--- src/rtl/pipeline_pkg.sv ---
`default_nettype none
// ============================================================================
// Module      : pipeline_pkg
// Description : Fetch-controller state encoding, PC defaults and HALT opcode.
// Revision    : 1.0 - initial release
// ============================================================================
package pipeline_pkg;

    localparam logic [1:0] c_st_run    = 2'd0;
    localparam logic [1:0] c_st_hold   = 2'd1;
    localparam logic [1:0] c_st_halted = 2'd2;

    typedef enum logic [1:0] {
        ST_RUN    = c_st_run,
        ST_HOLD   = c_st_hold,
        ST_HALTED = c_st_halted
    } fetch_state_e;

    localparam int unsigned c_pc_inc_default   = 1;
    localparam int unsigned c_reset_pc_default = 0;

    // Primary opcode the decoder matches to raise i_halt.
    localparam logic [5:0]  c_halt_opcode      = 6'b111111;

endpackage
`default_nettype wire

--- src/rtl/pc_redirect_buffer.sv ---
`default_nettype none
// ============================================================================
// Module      : pc_redirect_buffer
// Description : Holds one redirect target raised while the pipeline stalls.
// Revision    : 1.0 - initial release
// ============================================================================
module pc_redirect_buffer #(
    parameter int DATA_WIDTH = 32
) (
    input  wire logic                  i_clk,
    input  wire logic                  i_reset,
    input  wire logic                  i_enable,
    input  wire logic                  i_stall,
    input  wire logic                  i_branch,
    input  wire logic [DATA_WIDTH-1:0] i_pcbranch,
    input  wire logic                  i_jump,
    input  wire logic [DATA_WIDTH-1:0] i_pcjump,
    output logic                       o_valid,
    output logic [DATA_WIDTH-1:0]      o_target
);

    logic                  r_valid_q;
    logic [DATA_WIDTH-1:0] r_target_q;
    logic                  w_valid_d;
    logic [DATA_WIDTH-1:0] w_target_d;

    // A branch always (re)captures; a jump only fills an empty buffer since a
    // buffered entry is either the same jump re-presented or older than it.
    always_comb begin
        w_valid_d  = r_valid_q;
        w_target_d = r_target_q;
        if (i_enable) begin
            if (i_stall) begin
                if (i_branch) begin
                    w_valid_d  = 1'b1;
                    w_target_d = i_pcbranch;
                end else if (!r_valid_q && i_jump) begin
                    w_valid_d  = 1'b1;
                    w_target_d = i_pcjump;
                end
            end else begin
                w_valid_d = 1'b0;
            end
        end
    end

    always_ff @(posedge i_clk or negedge i_reset) begin
        if (!i_reset) begin
            r_valid_q  <= 1'b0;
            r_target_q <= '0;
        end else begin
            r_valid_q  <= w_valid_d;
            r_target_q <= w_target_d;
        end
    end

    assign o_valid  = r_valid_q;
    assign o_target = r_target_q;

endmodule
`default_nettype wire

--- src/rtl/pc_fetch_ctrl.sv ---
`default_nettype none
// ============================================================================
// Module      : pc_fetch_ctrl
// Description : IF-stage PC sequencer with branch/jump redirect, stall
//               buffering and HALT. Define PC_REDIRECT_CNT_EN to add the
//               redirect/stall debug counters.
// Revision    : 1.0 - initial release
// ============================================================================
module pc_fetch_ctrl
    import pipeline_pkg::*;
#(
    parameter int                     DATA_WIDTH = 32,
    parameter int unsigned            PC_INC     = c_pc_inc_default,
    parameter logic [DATA_WIDTH-1:0]  RESET_PC   = DATA_WIDTH'(c_reset_pc_default)
) (
    input  wire logic                  i_clk,
    input  wire logic                  i_reset,
    input  wire logic                  i_enable,
    input  wire logic                  i_stall,
    input  wire logic                  i_jump,
    input  wire logic [DATA_WIDTH-1:0] i_pcjump,
    input  wire logic                  i_branch,
    input  wire logic [DATA_WIDTH-1:0] i_pcbranch,
    input  wire logic                  i_halt,
    output logic [DATA_WIDTH-1:0]      o_pc,
    output logic [DATA_WIDTH-1:0]      o_pc_next,
    output logic                       o_flush,
    output logic                       o_halted
`ifdef PC_REDIRECT_CNT_EN
    ,
    output logic [15:0]                o_redirect_count,
    output logic [15:0]                o_stall_count
`endif
);

    fetch_state_e          r_state_q, w_state_d;
    logic [DATA_WIDTH-1:0] r_pc_q, w_pc_d;
    logic                  r_flush_q, w_flush_d;
    logic                  r_halted_q, w_halted_d;
    logic                  w_active;
    logic                  w_buf_valid;
    logic [DATA_WIDTH-1:0] w_buf_target;
    logic [DATA_WIDTH-1:0] w_pc_inc;

    assign w_active  = i_enable && (r_state_q != ST_HALTED);
    assign w_pc_inc  = r_pc_q + DATA_WIDTH'(PC_INC);

    pc_redirect_buffer #(
        .DATA_WIDTH (DATA_WIDTH)
    ) u_redirect_buffer (
        .i_clk      (i_clk),
        .i_reset    (i_reset),
        .i_enable   (w_active),
        .i_stall    (i_stall),
        .i_branch   (i_branch),
        .i_pcbranch (i_pcbranch),
        .i_jump     (i_jump),
        .i_pcjump   (i_pcjump),
        .o_valid    (w_buf_valid),
        .o_target   (w_buf_target)
    );

    // Branch beats jump (older instruction); any redirect beats HALT, which is
    // then on the wrong path.
    always_comb begin
        w_state_d  = r_state_q;
        w_pc_d     = r_pc_q;
        w_flush_d  = 1'b0;
        w_halted_d = r_halted_q;
        if (i_enable) begin
            case (r_state_q)
                ST_RUN: begin
                    if (i_stall) begin
                        if (i_branch || i_jump) begin
                            w_state_d = ST_HOLD;
                        end
                    end else if (i_branch) begin
                        w_pc_d    = i_pcbranch;
                        w_flush_d = 1'b1;
                    end else if (i_jump) begin
                        w_pc_d    = i_pcjump;
                        w_flush_d = 1'b1;
                    end else if (i_halt) begin
                        w_state_d  = ST_HALTED;
                        w_halted_d = 1'b1;
                    end else begin
                        w_pc_d = w_pc_inc;
                    end
                end
                ST_HOLD: begin
                    if (!i_stall) begin
                        w_state_d = ST_RUN;
                        w_flush_d = 1'b1;
                        if (i_branch) begin
                            w_pc_d = i_pcbranch;
                        end else if (w_buf_valid) begin
                            w_pc_d = w_buf_target;
                        end
                    end
                end
                ST_HALTED: begin
                    w_state_d = ST_HALTED;
                end
                default: begin
                    w_state_d = ST_RUN;
                end
            endcase
        end
    end

    always_ff @(posedge i_clk or negedge i_reset) begin
        if (!i_reset) begin
            r_state_q  <= ST_RUN;
            r_pc_q     <= RESET_PC;
            r_flush_q  <= 1'b0;
            r_halted_q <= 1'b0;
        end else begin
            r_state_q  <= w_state_d;
            r_pc_q     <= w_pc_d;
            r_flush_q  <= w_flush_d;
            r_halted_q <= w_halted_d;
        end
    end

    assign o_pc      = r_pc_q;
    assign o_pc_next = w_pc_inc;
    assign o_flush   = r_flush_q;
    assign o_halted  = r_halted_q;

`ifdef PC_REDIRECT_CNT_EN
    logic [15:0] r_redir_cnt_q, w_redir_cnt_d;
    logic [15:0] r_stall_cnt_q, w_stall_cnt_d;

    // Both counters saturate so the debug unit never sees a wrap.
    always_comb begin
        w_redir_cnt_d = r_redir_cnt_q;
        w_stall_cnt_d = r_stall_cnt_q;
        if (w_flush_d && (r_redir_cnt_q != 16'hFFFF)) begin
            w_redir_cnt_d = r_redir_cnt_q + 16'd1;
        end
        if (w_active && i_stall && (r_stall_cnt_q != 16'hFFFF)) begin
            w_stall_cnt_d = r_stall_cnt_q + 16'd1;
        end
    end

    always_ff @(posedge i_clk or negedge i_reset) begin
        if (!i_reset) begin
            r_redir_cnt_q <= 16'd0;
            r_stall_cnt_q <= 16'd0;
        end else begin
            r_redir_cnt_q <= w_redir_cnt_d;
            r_stall_cnt_q <= w_stall_cnt_d;
        end
    end

    assign o_redirect_count = r_redir_cnt_q;
    assign o_stall_count    = r_stall_cnt_q;
`endif

endmodule
`default_nettype wire
--- config.mk ---
export PLATFORM = sky130hd
export DESIGN_NAME = pc_fetch_ctrl
export DESIGN_NICKNAME = d
export VERILOG_FILES = /design/src/rtl/pipeline_pkg.sv /design/src/rtl/pc_redirect_buffer.sv /design/src/rtl/pc_fetch_ctrl.sv
export SDC_FILE = /design/constraint.sdc
export NUM_CORES = 1
export LEC_CHECK = 0
export BUFFER_PORTS_ARGS = -buffer_cell sky130_fd_sc_hd__buf_2
export CAP_MARGIN = 30
export CORE_UTILIZATION = 40
export CTS_CLUSTER_DIAMETER = 150
export DETAILED_ROUTE_END_ITERATION = 6
export GPL_TIMING_DRIVEN = 0
export SLEW_MARGIN = 0
export SYNTH_ARGS = -nofsm -noshare
export SYNTH_HDL_FRONTEND = slang
export SYNTH_SLANG_ARGS = --single-unit
--- constraint.sdc ---
create_clock -name i_clk -period 4.1 [get_ports i_clk]
set_input_delay 0.205 -clock i_clk [delete_from_list [all_inputs] [get_ports i_clk]]
set_output_delay 0.205 -clock i_clk [all_outputs]
set_load 0.02 [all_outputs]
* After elaboration in Yosys (flattened, before gate mapping)
Cells that the tools add are included.
** Word-level totals
- Register bits :: 69
- Input bits :: 71
- Word-level logic and storage cells :: 60
- Output and inout bits :: 66
** Operators by class
- Bitwise logic cells :: 3
- Mux-type cells :: 26
- $add $sub $neg :: 1
- Eq/ne operators :: 12
- Reduce and logical (&&, ||, !) cells :: 12
** Operators by type and width (count)
- 2-to-1 mux 32 bit :: 9
- case mux 32 bit (2 select lines) :: 1
- adder 32 x 1 -> 32 bit, second input constant :: 1
- AND reduction 6 bit :: 3
- 2-to-1 mux 2 bit :: 6
- != test 3 bit, second input constant :: 4
- 2-to-1 mux 1 bit :: 8
- != test 2 bit, second input constant :: 3
- case mux 2 bit (3 select lines) :: 1
- != test 4 bit, second input constant :: 1
- nonzero test 2 bit :: 2
- != test 3 x 1 -> 1 bit, second input constant :: 1
- != test 3 x 2 -> 1 bit, second input constant :: 1
- inverter 1 bit :: 3
- AND reduction 3 bit :: 1
- == test 2 x 1 -> 1 bit, second input constant :: 1
- == test 2 bit, second input constant :: 1
- logical AND 1 bit :: 2
- zero test 2 bit :: 1
- case mux 1 bit (2 select lines) :: 1
- AND reduction 2 bit :: 1
- zero test 1 bit :: 1
- logical OR 1 bit :: 1

* Logic depth before layout (Yosys ltp)
Gate-level depths: netlist of the first run.
- Depth after elaboration :: 6
- Gate-level depth with buffers :: 8
- Gate-level depth less buffers :: 6

* Cells and area by module
From an unflattened synthesis of the first run, not the netlist that was laid out.
** Second synthesis, totals
- Cell total of the unflattened synthesis :: 501
- Area total of the unflattened synthesis :: 4862.2 um^2
** Modules (own cells, without submodules)
- pc_fetch_ctrl :: cells each 391, times used 1, area an instance 3052.9 um^2, sequential area each 900.9 um^2
- pc_redirect_buffer :: cells each 110, times used 1, area an instance 1809.2 um^2, sequential area each 825.8 um^2

* Worst setup path after synthesis of the first run
Ideal clock, no wire load.
- Kind :: register to output
- Start :: reg r_pc_q[8], in the netlist o_pc[8]
- End :: out o_pc_next[24]
- Data arrival time :: 2.110 ns
- Stages on the path, launching flop included :: 7
- Slack :: 1.785 ns
- Buffers on the path :: 1
- Data required time :: 3.895 ns
- Cells stage by stage :: dfrtp_1 buf_2 nand3_1 or4_4 nor2_8 nand4_2 xnor2_1
** On the way
- Word-level cells in the longest chain between the ends :: 1
** Ends and longest elaborated chain
- start: declaration :: line pc_fetch_ctrl.sv:37 : logic [DATA_WIDTH-1:0] r_pc_q, w_pc_d;
- start signal: assignment :: line pc_fetch_ctrl.sv:119 : r_pc_q <= w_pc_d;
- adder 32 x 1 -> 32 bit :: line pc_fetch_ctrl.sv:46 : assign w_pc_inc = r_pc_q + DATA_WIDTH'(PC_INC);
- end: declaration :: line pc_fetch_ctrl.sv:26 : output logic [DATA_WIDTH-1:0] o_pc_next,
No other way between the ends.

* Final worst setup path of the first run
- Start :: reg r_pc_q[1], in the netlist o_pc[1]
- End :: out o_pc_next[14]
The elaborated chain is that of the path after synthesis.

==> results of run 1 <==
-- cell families after synthesis --
kind of cell	after synthesis	synth area share, %
adders and majority gates	1	0.264
xor gates and xnor gates	30	5.71
and+or+nand+nor	180	20.6
AOI/OAI and AO/OA	188	26.5
DFF	69	36.5
buffers and inverters	54	4.78
muxes	27	5.73
-- worst max path at each step --
stage,slack [ps],cells past startpoint,startpoint,to
final,1290,7,o_pc[1],o_pc_next[14]
after global routing,1120,6,o_pc[15],o_pc_next[26]
after global placement,1680,7,o_pc[0],o_pc_next[14]
after floorplan,1790,6,o_pc[8],o_pc_next[24]
after CTS,1330,7,o_pc[0],o_pc_next[14]
after detailed placement,1690,7,o_pc[1],o_pc_next[14]
-- synthesized netlist by cell type, types with 4 or more instances --
cell       count
xnor2_1       18
a22o_1         7
nand3_1       21
clkbuf_1      30
and4_1         8
xor2_1        11
o21ai_0       59
o32a_1         6
a21oi_1       27
and3_1        11
a31oi_1       19
nor3_2         4
buf_2         10
nor3_1         4
o2bb2ai_1      6
a21boi_0       6
a221oi_1      13
o31a_1         4
o22ai_1        5
a211oi_1       4
nor2b_1        7
mux2i_1       26
and3b_1        5
nor2_1        32
nand2_1       60
nand4_1        7
inv_1          8
dfrtp_1       69
-- area by class of cell --
| cell class | instances | area [um^2] |
|---|---|---|
| Sequential cell | 69 | 1730 |
| Inverter | 8 | 30.0 |
| Timing Repair Buffer | 136 | 703 |
| Clock inverter | 1 | 5.00 |
| Fill cell | 1108 | 5580 |
| Buffer | 46 | 196 |
| Multi-Input combinational cell | 426 | 2780 |
| Tap cell | 143 | 179 |
| Clock buffer | 15 | 268 |
-- sequential cells by signal, summed over array words and instances (netlist names) --
| signal | count |
|---|---|
| u_redirect_buffer.o_valid | 1 |
| o_pc | 32 |
| r_state_q | 2 |
| o_halted | 1 |
| o_flush | 1 |
| u_redirect_buffer.o_target | 32 |
-- stage by stage --
| step | power, mW | utilization (%) | std cells |
|---|---|---|---|
| final | 2.93 | 51.4 | 844 |
| after global routing | 3.08 | 51.4 | 844 |
| after CTS | 2.92 | 51.4 | 844 |
| after detailed placement | 2.18 | 48.9 | 827 |
| after global placement | 2.16 | 48.7 | 826 |
| after floorplan | 1.73 | - | 549 |
-- power by group --
group | leakage, nW | switching, mW | internal [mW]
registers | 0.847 | 0.204 | 0.845
clock network | 0.134 | 0.301 | 0.443
logic | 1.73 | 0.724 | 0.413
-- worst register-to-register path: stages, from the launching register on --
cell	delay (ps)
dfrtp_1	420
nor3b_1	180
a2111oi_2	770
clkbuf_1	540
o21ai_0	190
o2bb2ai_1	160
-- metal layers --
layer,vias to the layer above,share of wire [%]
met5,-,0
li1,2356,-
met2,273,46
met1,2514,42
met4,0,1.9
met3,29,10
-- what timing repair did --
item	CTS	global route
hold buffers	1	0
endpoints found under the hold margin	35	0
gates resized for setup	0	0
==> metrics.yaml, run 1 <==
finish:
  fin_area_um2: 5890
  drive_gt1_share_pct: 25.1
  final_common_cell: "buf_2"
  antenna_cells: 0
  fin_nets: 768
  syn2layout_area_growth_pct: 24.4
  mostFrequentLayoutCells: "buf_2 (143), dfrtp_1 (69), nand2_1 (60)"
power_and_ir_drop:
  ir_worst_vdd_mv: 0.213
  p_per_area_nw_per_um2: 498
  power.leakage_nw: 2.71
sta:
  hold_violations: 0
  slew_viol_final: 0
  fin_crit_sh_pct: 68.5
  fmax_mhz: 356
  fin_setup_tns_ps: 0
  rsz0062_at_grt: "no"
  relSlewSlack_pct: 45.3
  min_period_ps: 2810
  skew_ps: 6.18
  setup_slack_ps: 1290
  worst_slew_pin_slew_ps: 819
  fin_hold_ws_ps: 119
  setup_viol: 0
cts:
  numCtsBuffers: 9
  postCtsSetupBuffers: 0
  cts_sinks: 69
  clk_latency_ps: 340
  htree_levels: 3
  cts_tree: "yes"
  root_buffer: "clkbuf_16"
  clkTransAtPathRegs_ps: 60
  cts.path.max_buffers: 2
synthesis:
  ys.flop_type: "dfrtp_1"
  yosysTopAreaCell: "dfrtp_1"
  syn_avg_cell_area_um2: 8.62
  syn_inst: 549
  seq_area_frac_synth_pct: 36.5
  synth_cell_type_count: 68
  synthTopCellsByArea: "dfrtp_1 (36%), o21ai_0 (6.2%), mux2i_1 (5.5%)"
  synth_area_um2: 4730
  synth_edf_count: 0
  ys_ff_latch: 69
  synth_top_area_share_pct: 36.5
  yosys_warnings: 0
  synthArstFlopShare_pct: 100
  synth_nets: 621
drt:
  antenna_left: 0
  num_vias: 5172
  first_pass_iters: 5
  route.detailed.drc: 0
  drt_iter0_drc: 493
  drt-wirelength-per-cell_um: 21.7
  via_per_inst: 6.13
  drt_wl_total_um: 18300
worst_hold_path:
  holdCritPathClass: "in2reg"
  holdPathStages: 2
  min_to: "r_state_q[1]"
  hold_start: "i_enable"
setup_path:
  crit_family: "simple AND/OR/NAND/NOR gates"
  path_buf_inv: 1
  end_kind: "primary output"
  cp_max_fo: 8
  critPathRequiredTime_ps: 3890
  reg2reg_from: "r_state_q[0]"
  crit_arrival_ps: 2600
  r2r_slack_ps: 1710
  start_kind: "flip-flop"
  reg2reg_depth: 5
  cp_common_cell: "nand2_1"
  worst_r2r_endpoint: "o_pc[27]"
  max_stage_delay_ps: 510
  slowest_stage: "dfrtp_1"
  worst-setup-path-type: "reg2out"
  path_cells: "ha_1, nand2_1, nor3_2, and3_1, nand2_1, xnor2_1, buf_2"
grt:
  grt_use_met1_pct: 40.2
  grt_max_degree: 37
  grt_pass1_vias: 5087
  met3_usage_pct: 8.91
  grt_pass1_wl_um: 28900
  antenna_found_initial: 0
  gr-usage-all-layers_pct: 30.6
  grt_use_met2_pct: 47.9
  grt_overflow_total: 0
  grt_most_used_layer: "met2"
die:
  core_um2: 11500
  die_h_um: 111
  pin_count: 137
  rows: 39
  die_area_um2: 12300
  start_util_pct: 41.3
  die_w_um: 111
placed_design:
  dp_slack_ps: 1690
  port_buffers: 134
  dp_hpwl_um: 13600
  placed_cell_area_um2: 5610
  routabilityCongestion: 0.843
run:
  cap_violations: 0
status:
  outcome: "complete, no violations"
Note: power is estimated with default switching activity, not from simulation.
==> run 2: changes to the inputs <==
--- a/config.mk
+++ b/config.mk
@@ -5,6 +5,7 @@
 export SDC_FILE = /design/constraint.sdc
 export NUM_CORES = 1
 export LEC_CHECK = 0
+export ABC_AREA = 1
 export BUFFER_PORTS_ARGS = -buffer_cell sky130_fd_sc_hd__buf_2
 export CAP_MARGIN = 30
 export CORE_UTILIZATION = 40
==> constraint.sdc (replaced) <==
create_clock -name i_clk -period 2.6 [get_ports i_clk]
set_input_delay 0.13 -clock i_clk [delete_from_list [all_inputs] [get_ports i_clk]]
set_output_delay 0.13 -clock i_clk [all_outputs]
set_load 0.02 [all_outputs]
==> metrics.yaml, run 2 <==
status:
  outcome: "complete, no violations"
power_and_ir_drop:
  ir_worst_vdd_mv: 0.429
  switching_power_mw: 3.03
  pwr-share-clk_pct: 20.1
  p_per_area_nw_per_um2: 1060
  p_int_mw: 3.44
  power.total_mw: 6.47
  p_comb_share_pct: 47.7
  seqPwrFrac_pct: 32.2
  power.leakage_nw: 3.19
  sw_frac_of_total_pct: 46.8
sta:
  slew_viol_final: 0
  hold_violations: 0
  setup_viol: 0
  relSlewSlack_pct: 46.9
  skew_ps: 8.51
  fin_crit_sh_pct: 84.8
  min_period_ps: 2200
  worst_slew_pin_slew_ps: 796
  fin_setup_tns_ps: 0
  fmax_mhz: 454
  rsz0062_at_grt: "no"
  fin_hold_ws_ps: 64.0
cts:
  cts_sinks: 69
  cts.path.max_buffers: 2
  htree_levels: 3
  clk_latency_ps: 340
  numCtsBuffers: 9
  root_buffer: "clkbuf_16"
  cts_tree: "yes"
  clkTransAtPathRegs_ps: 60
  ctsResizeCount: 0
drt:
  antenna_left: 0
  num_vias: 5605
  drt-wirelength-per-cell_um: 16.9
  drt_iter0_drc: 408
  drt_wl_total_um: 17800
  first_pass_iters: 5
  via_per_inst: 5.31
  route.detailed.drc: 0
die:
  die_h_um: 113
  start_util_pct: 41.0
  die_w_um: 113
  die_area_um2: 12700
  core_um2: 12000
  rows: 40
  pin_count: 137
grt:
  grt_pass1_vias: 5310
  grt_max_degree: 38
  antenna_found_initial: 0
  gr-usage-all-layers_pct: 28.7
  grt_pass1_wl_um: 27700
  grt_overflow_total: 0
setup_path:
  startpoint: "o_pc[0]"
  worst-setup-path-type: "reg2out"
  critPathRequiredTime_ps: 2470
  worst_r2r_endpoint: "o_pc[6]"
  r2r_slack_ps: 710
  reg2reg_depth: 6
  reg2reg_from: "o_pc[0]"
  end_kind: "primary output"
  cp_max_fo: 6
  start_kind: "flip-flop"
  crit_arrival_ps: 2070
synthesis:
  synth_edf_count: 0
  synth_cell_type_count: 34
  synth_most_common_cell: "nand2_1"
  yosys_warnings: 0
  synthArstFlopShare_pct: 100
  seq_area_frac_synth_pct: 35.2
  syn_avg_cell_area_um2: 6.48
  synthTopCellsByArea: "dfrtp_1 (35%), nand2_1 (18%), o21ai_0 (9.1%)"
  ys.flop_type: "dfrtp_1"
  ys_ff_latch: 69
  synth_nets: 828
  synth_area_um2: 4900
  synth_common_cells: "nand2_1 (237), inv_1 (89), o21ai_0 (89), nor2_1 (87), dfrtp_1 (69)"
  yosysTopAreaCell: "dfrtp_1"
  synth_top_area_share_pct: 35.2
  syn_inst: 756
placed_design:
  port_buffers: 134
  placed_cell_area_um2: 5780
  routabilityCongestion: 0.911
  dp_hpwl_um: 13400
finish:
  antenna_cells: 0
  syn2layout_area_growth_pct: 24.5
  final_common_cell: "nand2_1"
  drive_gt1_share_pct: 20.7
  mostFrequentLayoutCells: "nand2_1 (237), buf_2 (139), inv_1 (89), o21ai_0 (89), nor2_1 (87)"
  fin_nets: 975
  n_fill_cell: 1235
  fin_util_pct: 51.0
  fin_area_um2: 6100
worst_hold_path:
  holdPathStages: 3
  hold_start: "i_pcjump[3]"
  holdCritPathClass: "in2reg"
  min_to: "u_redirect_buffer.o_target[3]"
run:
  cap_violations: 0
## run 2: changes by cell type after synthesis, sizes merged, moves of 18 or more
cell   change
inv       +84
o21ai     +31
xnor2     -18
nand2    +180
nor2      +66
mux2i     -26
nand3     +19
## run 2: cell type report
type / instances / area (um^2) / share of cell area [%]
multi-input combinational: 564 / 2610 / 42.8
sequential: 69 / 1730 / 28.3
buffer: 31 / 213 / 3.49
timing repair buffer: 136 / 703 / 11.5
tap: 147 / 184 / 3.01
inverter: 92 / 350 / 5.74
clock inverter: 3 / 42.5 / 0.697
clock buffer: 13 / 270 / 4.43
## run 2: repair_timing
action / CTS / global route
setup buffers: 0 / 0
setup endpoints to repair: 0 / 0
hold endpoints to repair: 32 / 0
hold buffers: 1 / 0
## run 2: critical path, cell delays in order, from the launching register on
cell	delay, ps
dfrtp_1	440
ha_1	270
nand3_1	160
nor2_1	360
xor2_1	290
buf_2	220
## run 2: power groups by stage
stage	Clock, mW	Combinational (mW)	Sequential [mW]
after floorplan	0	1.81	2.22
after CTS	1.32	3.09	2.07
after global placement	0	3.03	2.07
final	1.30	3.09	2.08
after global routing	1.36	3.42	2.14
after detailed placement	0	3.07	2.08
## run 2: per-layer routing
metal / up-vias / GRT usage [%] / wire, um
met5: - / 0 / 0
met4: 0 / 10.7 / 448
met3: 33 / 3.48 / 1170
met2: 241 / 47.6 / 8260
met1: 2625 / 38.6 / 7960
li1: 2706 / - / -
## run 2: how the worst max path moves through the flow
stage	end	slack, ps	cells after the start
finish	o_pc_next[6]	400	5
global placement	o_pc_next[26]	770	8
floorplan	o_pc[8]	780	7
global route	o_pc_next[30]	310	9
detailed placement	o_pc[6]	750	6
CTS	o_pc_next[26]	400	8
## run 2: cell families (layout without fill, tap and decap cells)
group / count (synthesis) / count (layout) / synth area share, %
flops: 69 / 69 / 35.2
compound gates: 170 / 170 / 19.5
simple gates: 385 / 385 / 32.1
xor+xnor: 8 / 8 / 1.43
fa+ha+maj: 1 / 1 / 0.255
buf+inv: 123 / 275 / 11.5
## run 2: metrics by stage
| step | worst slack (ps) | cells |
|---|---|---|
| floorplan | 783 | 756 |
| global placement | 775 | 1037 |
| detailed placement | 749 | 1038 |
| CTS | 403 | 1055 |
| global route | 305 | 1055 |
| finish | 396 | 1055 |
